### src/rtl/perf_event_dumper.sv
// perf_event_dumper: per-event saturating counters with a snapshot-and-dump
// port. A dump request in IDLE captures every counter into a snapshot bank.
// The bank is then streamed out one record per handshake, from index 0 to
// index EVENT_NUM-1.
//
// Optional feature: define PERF_DUMP_CLEAR_EN to clear the live counters at
// the snapshot edge, so each dump reports per-interval counts. When it is
// undefined, the counters are cumulative until reset.
//
// Ports:
//   clk         clock, all state changes on the rising edge
//   rst         synchronous active-high reset
//   event_i     per-event increment pulses
//   dump_req    request a snapshot and dump (ignored while busy)
//   dump_valid  dump record present
//   dump_ready  consumer accepts the record
//   dump_idx    counter index of the current record
//   dump_data   snapshot value for dump_idx
//   dump_last   current record is the final index
//   busy        FSM is not in IDLE
module perf_event_dumper #(
  parameter int unsigned EVENT_NUM = 8,
  parameter int unsigned CNT_WIDTH = 32,
  localparam int unsigned IDX_W = (EVENT_NUM > 1) ? $clog2(EVENT_NUM) : 1
) (
  input  logic                 clk,
  input  logic                 rst,
  input  logic [EVENT_NUM-1:0] event_i,
  input  logic                 dump_req,
  output logic                 dump_valid,
  input  logic                 dump_ready,
  output logic [IDX_W-1:0]     dump_idx,
  output logic [CNT_WIDTH-1:0] dump_data,
  output logic                 dump_last,
  output logic                 busy
);

  typedef enum logic [0:0] {IDLE, SEND} state_e;

  state_e               state_q, state_d;
  logic [IDX_W-1:0]     idx_q, idx_d;
  logic [CNT_WIDTH-1:0] cnt_q   [EVENT_NUM];
  logic [CNT_WIDTH-1:0] cnt_inc [EVENT_NUM];
  logic [CNT_WIDTH-1:0] cnt_d   [EVENT_NUM];
  logic [CNT_WIDTH-1:0] snap_q  [EVENT_NUM];
  logic                 load;
  logic                 is_last;

  assign is_last = (idx_q == IDX_W'(EVENT_NUM - 1));

  // Saturating increment; the snapshot captures this value so the event of
  // the request cycle is included.
  always_comb begin
    for (int k = 0; k < EVENT_NUM; k++) begin
      cnt_inc[k] = cnt_q[k];
      if (event_i[k] && (cnt_q[k] != {CNT_WIDTH{1'b1}})) begin
        cnt_inc[k] = cnt_q[k] + CNT_WIDTH'(1);
      end
    end
  end

  // Next live counter value, optionally cleared at the snapshot edge.
  always_comb begin
    for (int k = 0; k < EVENT_NUM; k++) begin
`ifdef PERF_DUMP_CLEAR_EN
      cnt_d[k] = load ? '0 : cnt_inc[k];
`else
      cnt_d[k] = cnt_inc[k];
`endif
    end
  end

  // Dump FSM next-state logic.
  always_comb begin
    state_d = state_q;
    idx_d   = idx_q;
    load    = 1'b0;
    case (state_q)
      IDLE: begin
        if (dump_req) begin
          load    = 1'b1;
          idx_d   = '0;
          state_d = SEND;
        end
      end
      SEND: begin
        if (dump_ready) begin
          if (is_last) begin
            state_d = IDLE;
          end else begin
            idx_d = idx_q + IDX_W'(1);
          end
        end
      end
      default: state_d = IDLE;
    endcase
  end

  always_ff @(posedge clk) begin
    if (rst) begin
      state_q <= IDLE;
      idx_q   <= '0;
      for (int k = 0; k < EVENT_NUM; k++) begin
        cnt_q[k]  <= '0;
        snap_q[k] <= '0;
      end
    end else begin
      state_q <= state_d;
      idx_q   <= idx_d;
      for (int k = 0; k < EVENT_NUM; k++) begin
        cnt_q[k] <= cnt_d[k];
        if (load) begin
          snap_q[k] <= cnt_inc[k];
        end
      end
    end
  end

  // Outputs come straight from state/index registers and the snapshot mux.
  assign dump_valid = (state_q == SEND);
  assign busy       = (state_q != IDLE);
  assign dump_last  = dump_valid && is_last;
  assign dump_idx   = idx_q;
  assign dump_data  = snap_q[idx_q];

endmodule

### config.mk
export PLATFORM = sky130hd
export DESIGN_NAME = perf_event_dumper
export DESIGN_NICKNAME = d
export VERILOG_FILES = /design/src/rtl/perf_event_dumper.sv
export SDC_FILE = /design/constraint.sdc
export NUM_CORES = 1
export LEC_CHECK = 0
export ABC_CLOCK_PERIOD_IN_PS = 10900
export BUFFER_PORTS_ARGS = -buffer_cell sky130_fd_sc_hd__buf_2
export CAP_MARGIN = 20
export CORE_ASPECT_RATIO = 1.4
export CORE_MARGIN = 2
export CORE_UTILIZATION = 55
export CTS_CLUSTER_DIAMETER = 200
export DETAILED_ROUTE_END_ITERATION = 16
export PLACE_DENSITY_LB_ADDON = 0.08
export SYNTH_ARGS = -nofsm -noshare
export SYNTH_HDL_FRONTEND = slang
export SYNTH_SLANG_ARGS = --single-unit
### constraint.sdc
create_clock -name clk -period 10.9 [get_ports clk]
set_input_delay 0 -clock clk [delete_from_list [all_inputs] [get_ports clk]]
set_output_delay 0 -clock clk [all_outputs]
set_load 0.005 [all_outputs]
==> results of run 1 <==
-- worst reg2reg max path: cells and delay by family (launching register included) --
family                 cells  cell delay, ps
AND/OR/NAND/NOR            2             730
buffers and inverters      4            1610
flip-flops                 1             350
-- logic make-up (layout without fill, tap and decap cells) --
group,Yosys count,in the layout,share of synthesized area
AOI/OAI and AO/OA,301,301,0.07128
xor gates and xnor gates,59,59,0.02009
adders and majority gates,10,10,0.004865
buffers and inverters,164,210,0.02515
DFF,519,519,0.5037
muxes,268,268,0.1411
other,0,1,0
and+or+nand+nor,1140,1140,0.2338
-- placed cells by master, fill, tap and decap left out, drive strengths merged, types with 12 or more instances in the layout --
cell and n:
dlygate4sd3 12, o31ai 35, clkbuf 73, nand3 89, nand4 78, nand2 200, a21oi 126, nor2b 80
dfxtp 263, or3 140, mux2i 90, edfxtp 256, and2 22, or4 32, nor4 39, mux2 114
xor2 24, xnor2 35, o21ai 85, mux4 64, buf 71, and3 42, nor3 53, and4 45
inv 33, nor2 288, clkinv 12
-- per-stage QoR --
stage,instance area [µm²],hold WS [ps],std cells,setup WS [ps]
finish,28260,264.4,3125,7635
global route,28260,309.6,3124,7398
CTS,28230,230.6,3122,7482
detailed placement,26410,207.1,3016,7481
global placement,26410,204.1,3016,7488
floorplan,25720,95.62,2461,3312
-- timing repair --
| action | in CTS | in global routing |
|---|---|---|
| hold endpoints to repair | 78 | 0 |
| resized for setup | 0 | 0 |
| hold buffers | 12 | 0 |
| setup buffers | 0 | 0 |
-- power by group through the flow --
stage	Clock [W]	Combinational [W]	Sequential, W
floorplan	0	0.000136	0.00218
global placement	0	0.000199	0.00218
finish	0.00181	0.000208	0.00214
detailed placement	0	0.000203	0.00218
global route	0.00191	0.000224	0.00215
CTS	0.00184	0.000207	0.00214
-- sequential cells by signal, indices dropped and copies added, names as in the netlist, named ones only --
| register | flops |
|---|---|
| busy | 1 |
| cnt_q | 256 |
| dump_idx | 3 |
| snap_q | 256 |
-- per-layer routing --
layer	wire, µm	share of wire	GRT usage	up-vias
met5	0	0	0	-
met4	4697	0.065	0.1733	0
met3	2674	0.037	0.02456	181
met2	37190	0.52	0.5355	544
met1	27410	0.38	0.3380	9600
li1	-	-	-	9180
-- final timing paths --
kind | startpoint | endpoint | slack (ps) | cells past startpoint
max | flop | dump_data[11] | 7630 | 4
min | dump_req | busy$_SDFF_PP0_ | 260 | 4
max reg2reg | busy$_SDFF_PP0_ | snap_q[2][7]$_SDFFCE_PN0P_ | 7760 | 6
min reg2reg | cnt_q[1][76]$_DFF_P_ | cnt_q[1][76]$_DFF_P_ | 510 | 2
-- final cells by class --
class | count | area, µm²
antenna | 1 | 2.502
sequential | 519 | 12960
timing repair buffer | 83 | 570.5
fill | 3877 | 17820
clock inverter | 21 | 237.7
multi-input combinational | 1778 | 12140
tap | 617 | 772.0
clock buffer | 73 | 1461
inverter | 33 | 123.9
==> impl_metrics.ini, run 1 <==
[clock_tree]
cts_tree = done
cts_inserted_buffers = 50
cts_sinks = 519
cts.root.buffer_cell = clkbuf_16
cts_htree_levels = 2
clk_pin_slew_ps = 60
worstSkewPairLatency_ps = 580
clock_path_buffers = 3

[setup_path]
crit_type = reg -> out
cp.arrival_ps = 3270
slowest_delay_ps = 720
path_max_fanout = 40
end_kind = primary output
crit_path_start_kind = flop
critPathTopFamily = multiplexers
worstPathRequired_ps = 10900
cp_num_buf_inv = 2
path_cells = buf_4 -> mux4_2 -> mux2_2 -> buf_2
slowest_stage = buf_4

[global_routing]
grt_pass1_wl_um = 109300
grt_overflow = 0
grt_max_degree = 193
track_usage = 0.2937
grt_pass1_vias = 18630
antenna_found_initial = 2

[power_and_ir_drop]
power.internal_w = 0.003229
p_sw_w = 0.0009319
power.share.clock = 0.435
peakVddDrop_uv = 115.2
powerDensity_nw_per_um2 = 147.2
power_leakage_nw = 9.519
switching_share = 0.2239
comb_power_share = 0.050
finalPower_w = 0.004161
pwr-share-seq = 0.515

[sta]
tightest_slew_ps = 1062
skew_ps = 14.69
setup_viol = 0
finalSetupTns_ps = 0
period_needed_ps = 3265
finalCritPeriodShare = 0.2996
fmax_mhz = 306.2
relSlewSlack = 0.2860
rsz0062_at_grt = no
maxSlewViolCount = 0
hold_viol = 0

[logic_synthesis]
synth_fp_nets = 2483
yosysTopAreaCellShare = 0.2989
yosysWarningCount = 0
netlist_top_cells_area = edfxtp_1 30%, dfxtp_1 20%, mux4_2 5.6%
synth_top_flop_cell = dfxtp_1
yosys.area.top_type = edfxtp_1
synth_most_common_cell = nor2_1
synth_edf_count = 256
async_flop_share = 0
synthCells = 2461
syn_area_um2 = 25720
ys_seq_elements = 519
ys_top_cells_by_count = 288 x nor2_1, 263 x dfxtp_1, 256 x edfxtp_1, 200 x nand2_1, 139 x or3_1
synth_cell_types = 69
avgSynthCellArea_um2 = 10.45
yosysSeqAreaShare = 0.5037

[routing]
vias = 19510
first_pass_iters = 7
totalWireLength_um = 71970
routedWlPerCell_um = 23.03
ant_nets = 0
route.detailed.drc = 0
drt_iter0_markers = 1381
viasPerCell = 6.242

[layout]
final_util = 0.6134
area_growth_pct = 9.906
drive_gt1_frac = 0.1432
final_nets = 2487

[run]
max_cap_viol_count = 0

[min_path]
hold_path_class = in -> reg

[floorplanning]
core_area_um2 = 46080
chipWidth_um = 186.8
fp.dieH_um = 259.9
die_area_um2 = 48530
initial_core_util = 0.5581
rows = 93
io_pins = 50

[place]
place_congestion = 0.8769
io_buffers = 49
dpl.hpwl_um = 50850

[outcome]
status = finished clean
No activity file was read; power rests on OpenSTA's default activity.
==> run 2, diff against run 1 <==
ABC_AREA = 1   (was unset)
ABC_CLOCK_PERIOD_IN_PS = 3300   (was 10900)
clock period = 3.3 ns   (was 10.9 ns; I/O delays follow)
==> run 2 against run 1 <==
Effect of this change: critical path depth rose by 3; clock power grew to 3.4 times the previous value; synthesized cell count is 43% higher; count of clock-buffer cells in the layout is 3 lower; hold slack gained 39 ps; final cell count grew 34%; core utilization is essentially flat; register-to-register slack lost 7100 ps; combinational power increased to 3.6 times the previous value; sequential power rose to 3.3 times the previous value.
==> impl_metrics.ini, run 2 <==
[clock_tree]
cts.root.buffer_cell = clkbuf_16
cts_resized = 0
cts_htree_levels = 2
clk_pin_slew_ps = 70
worstSkewPairLatency_ps = 610
cts_sinks = 519
clock_path_buffers = 3
cts_tree = done
cts_inserted_buffers = 51

[routing]
viasPerCell = 5.658
ant_nets = 0
route.detailed.drc = 0
first_pass_iters = 6
vias = 23690
routedWlPerCell_um = 19.44
totalWireLength_um = 81390
drt_iter0_markers = 1808

[logic_synthesis]
yosys.area.top_type = edfxtp_1
synth_edf_count = 256
synth_top_flop_cell = dfxtp_1
async_flop_share = 0
avgSynthCellArea_um2 = 7.481
ys_top_cells_by_count = 886 x nor2_1, 872 x nand2_1, 264 x inv_1, 263 x dfxtp_1, 256 x edfxtp_1
yosysSeqAreaShare = 0.4924
netlist_top_cells_area = edfxtp_1 29%, dfxtp_1 20%, nor2_1 13%
synth_fp_nets = 3538
synth_most_common_cell = nor2_1
yosysTopAreaCellShare = 0.2923
synth_cell_types = 35
synthCells = 3516
ys_seq_elements = 519
syn_area_um2 = 26300
yosysWarningCount = 0

[sta]
period_needed_ps = 2698
rsz0062_at_grt = no
fmax_mhz = 370.6
skew_ps = 15.97
hold_slack_ps = 303.0
hold_viol = 0
relSlewSlack = 0.2462
setup_viol = 0
maxSlewViolCount = 0
finalCritPeriodShare = 0.8177
finalSetupTns_ps = 0
tightest_slew_ps = 1131

[setup_path]
cpMostUsedCell = nand2_1
reg2reg_depth = 9
slowest_delay_ps = 540
path_max_fanout = 36
reg2reg_to = snap_q[6][0]$_DFFE_PP_
worstPathRequired_ps = 3300
cp.arrival_ps = 2700
critPathTopFamily = buffers and inverters
crit_path_start_kind = flop
slowest_stage = dfxtp_4
reg2reg_slack_ps = 680
crit_type = reg -> out
end_kind = primary output
r2r_start = cnt_q[1][64]$_DFF_P_
path_cells = clkinv_2 -> buf_4 -> nor2_1 -> o32ai_1 -> nand2_1 -> nand2_1 -> buf_2
cp_num_buf_inv = 3

[power_and_ir_drop]
peakVddDrop_uv = 458.1
powerDensity_nw_per_um2 = 487.4
power_leakage_nw = 10.84

[layout]
multi_input_area_um2 = 11740
drive_gt1_frac = 0.06483
final_nets = 3543
area_growth_pct = 9.946
n_fill_cell = 4291
seq_area_um2 = 12960
antenna_cells = 0
mostFrequentLayoutCells = 886 x nor2_1, 871 x nand2_1, 262 x inv_1
mostFrequentLayoutCell = nor2_1

[min_path]
hold_path_end = cnt_q[1][36]$_SDFF_PP0_
hp-start = rst
min_delay_path_depth = 3
hold_path_class = in -> reg

[place]
dpl.hpwl_um = 61380
io_buffers = 49
place_congestion = 0.9538

[global_routing]
grt_max_degree = 101
grt_pass1_vias = 22710
track_usage = 0.3277
grt_pass1_wl_um = 125600
antenna_found_initial = 0
grt_overflow = 0

[floorplanning]
die_area_um2 = 49610
fp.dieH_um = 262.8
initial_core_util = 0.5577
rows = 94
io_pins = 50
core_area_um2 = 47160
chipWidth_um = 188.8

[outcome]
status = finished clean

[run]
max_cap_viol_count = 0
## run 2: routing by layer
metal / GRT usage / up-vias / part of all wire
met5: 0 / - / 0
met4: 0.1677 / 0 / 0.059
met3: 0.03833 / 221 / 0.049
met2: 0.6085 / 749 / 0.52
met1: 0.3652 / 11200 / 0.37
li1: - / 11520 / -
## run 2: worst max path at each step
stage	cells past startpoint	start	to
CTS	7	flop	dump_data[2]
global route	7	flop	dump_data[2]
floorplan	4	rst	snap_q[0][0]$_SDFFCE_PN0P_
global placement	9	cnt_q[1][64]$_DFF_P_	snap_q[6][0]$_DFFE_PP_
detailed placement	9	cnt_q[1][64]$_DFF_P_	snap_q[6][0]$_DFFE_PP_
finish	7	flop	dump_data[2]
## run 2: kinds of logic (layout without fill, tap and decap cells)
group	Yosys count	count (layout)	synth area share
fa+ha+maj	10	10	0.004757
xor+xnor	79	79	0.02688
buf+inv	404	451	0.06179
simple gates	2214	2214	0.3490
compound gates	290	290	0.06517
flops	519	519	0.4924
## run 2: tightest hold or removal path: cells and delay by family
kind	cells	cell delay, ps
AND/OR/NAND/NOR	1	120
buffers and inverters	2	750
## run 2: cell type report
type,instances,share of cell area
Multi-Input combinational cell,2593,0.4060
Timing Repair Buffer,87,0.02176
Clock buffer,70,0.05122
Tap cell,624,0.02700
Clock inverter,25,0.01073
Inverter,269,0.03513
Sequential cell,519,0.4481
## run 2: timing repair
item	CTS	global route
buffers inserted	0	0
hold buffers	12	0
endpoints found under the hold margin	124	0
## run 2: stage by stage
step / setup slack [ps] / instance area (µm²) / util / cells / power (W)
after floorplan: 569.3 / 26310 / - / 3516 / 0.007621
after global placement: 834.4 / 27010 / 0.5727 / 4080 / 0.007965
after detailed placement: 740.1 / 27010 / 0.5727 / 4080 / 0.007973
after CTS: 589.7 / 28920 / 0.6132 / 4187 / 0.01416
after global routing: 450.8 / 28920 / 0.6132 / 4187 / 0.01448
final: 601.7 / 28920 / 0.6132 / 4187 / 0.01410
## run 2: power by group
part / switching, W / internal, W / total, W
sequential: 0.000154 / 0.00696 / 0.00711
combinational: 0.000533 / 0.000215 / 0.000747
clock: 0.00260 / 0.00363 / 0.00624
total: 0.00329 / 0.0108 / 0.0141
==> run 3, diff against run 2 <==
ABC_CLOCK_PERIOD_IN_PS = 2250   (was 3300)
clock period = 2.25 ns   (was 3.3 ns; I/O delays follow)
==> run 3 against run 2 <==
Effect of this change: non-clock buffer count rose by 99; largest cell class unchanged; wire length rose by 3.9%; global-route usage rose by 0.77 points; via count rose by 2.5%; count of clock-buffer cells in the layout shrank 1; critical endpoint is now dump_data[14].
==> impl_metrics.ini, run 3 (synthesis gave the netlist of run 2 again) <==
[outcome]
status = finished clean

[sta]
worst_slack_ps = 11.40
tightest_slew_ps = 1108
rsz0062_at_grt = yes
hold_viol = 0
skew_ps = 28.66
finalCritPeriodShare = 0.9949
relSlewSlack = 0.2610
fmax_mhz = 446.7
period_needed_ps = 2239
setup_viol = 0
finalSetupTns_ps = 0
maxSlewViolCount = 0

[setup_path]
crit_path_start_kind = flop
worstPathRequired_ps = 2250
cp.arrival_ps = 2240
path_max_fanout = 12
crit_type = reg -> out
end_kind = primary output

[power_and_ir_drop]
finalPower_w = 0.02124
powerDensity_nw_per_um2 = 702.7
peakVddDrop_uv = 705.4
power_leakage_nw = 11.57

[floorplanning]
rows = 94
chipWidth_um = 188.8
io_pins = 50
initial_core_util = 0.5577
core_area_um2 = 47160
die_area_um2 = 49610
fp.dieH_um = 262.8

[layout]
drive_gt1_frac = 0.09850
mostFrequentLayoutCell = nor2_1
final_util = 0.6408
n_fill_cell = 4180
area_growth_pct = 14.90
final_nets = 3643
mostFrequentLayoutCells = 883 x nor2_1, 866 x nand2_1, 262 x inv_1
antenna_cells = 0
seq_area_um2 = 12960
multi_input_area_um2 = 11930

[routing]
totalWireLength_um = 84610
drt_iter0_markers = 2013
viasPerCell = 5.659
routedWlPerCell_um = 19.73
route.detailed.drc = 0
first_pass_iters = 7
ant_nets = 0
vias = 24270

[clock_tree]
worstSkewPairLatency_ps = 610
cts_sinks = 519
cts_tree = done
cts.root.buffer_cell = clkbuf_16
clk_pin_slew_ps = 60
clock_path_buffers = 3
cts_htree_levels = 2
cts_inserted_buffers = 52

[global_routing]
grt_max_degree = 97
grt_pass1_wl_um = 128400
antenna_found_initial = 0
track_usage = 0.3353
grt_pass1_vias = 23060
grt_overflow = 0

[place]
dp_slack_ps = 92.82
place_congestion = 0.9881
dpl.hpwl_um = 63410
io_buffers = 49

[min_path]
hold_path_class = in -> reg

[run]
max_cap_viol_count = 0
-- run 3: area by class of cell --
cell class,count,area share
well taps,624,0.02583
repair buffers,186,0.05411
clock inverters,29,0.01321
clock buffers,69,0.04889
inverters,269,0.03444
multi-input cells,2593,0.3947
flip-flops and latches,519,0.4288
-- run 3: through the flow --
step / cells / area, µm² / hold slack [ps]
after CTS: 4283 / 29940 / 206.5
final: 4289 / 30220 / 245.9
after floorplan: 3516 / 26320 / 90.00
after detailed placement: 4171 / 27830 / 200.1
after global placement: 4171 / 27830 / 192.3
after global routing: 4289 / 30220 / 225.1
-- run 3: per-layer routing --
layer	up-vias	global-route usage	wire length, µm
met5	-	0	0
met4	0	0.1953	5595
met3	244	0.04607	5015
met2	915	0.5975	42630
met1	11420	0.3816	31360
li1	11690	-	-
-- run 3: what timing repair did --
action,in CTS,in global routing
setup buffers,1,3
cloned,1,3
resized for setup,7,43
hold buffers,12,0
endpoints found under the hold margin,101,0
setup endpoints to repair,32,60
pin swaps,1,11
-- run 3: path summary, 6_finish.rpt --
kind	startpoint	to	slack, ps	depth (start not counted)
worst max-delay path	flop	dump_data[14]	10	8
worst min-delay path	rst	cnt_q[1][65]$_DFF_P_	250	3
worst min register to register	cnt_q[1][62]$_SDFF_PP0_	cnt_q[1][62]$_SDFF_PP0_	520	2
worst max register to register	cnt_q[1][1]$_SDFF_PP0_	snap_q[4][16]$_SDFFCE_PN0P_	160	9
-- run 3: power by group --
part	total, W	switching [W]	internal, W
Clock	0.00949	0.00382	0.00567
Sequential	0.0104	0.000210	0.0102
Combinational	0.00133	0.000893	0.000435
Total	0.0212	0.00492	0.0163
-- run 3: critical path: stages, from the launching register on --
cell and delay, ps:
dfxtp_4 380, buf_12 160, buf_6 120, clkbuf_16 160, o21ai_0 260, o32ai_1 120
nand2_1 170, nand2_1 120, buf_2 150
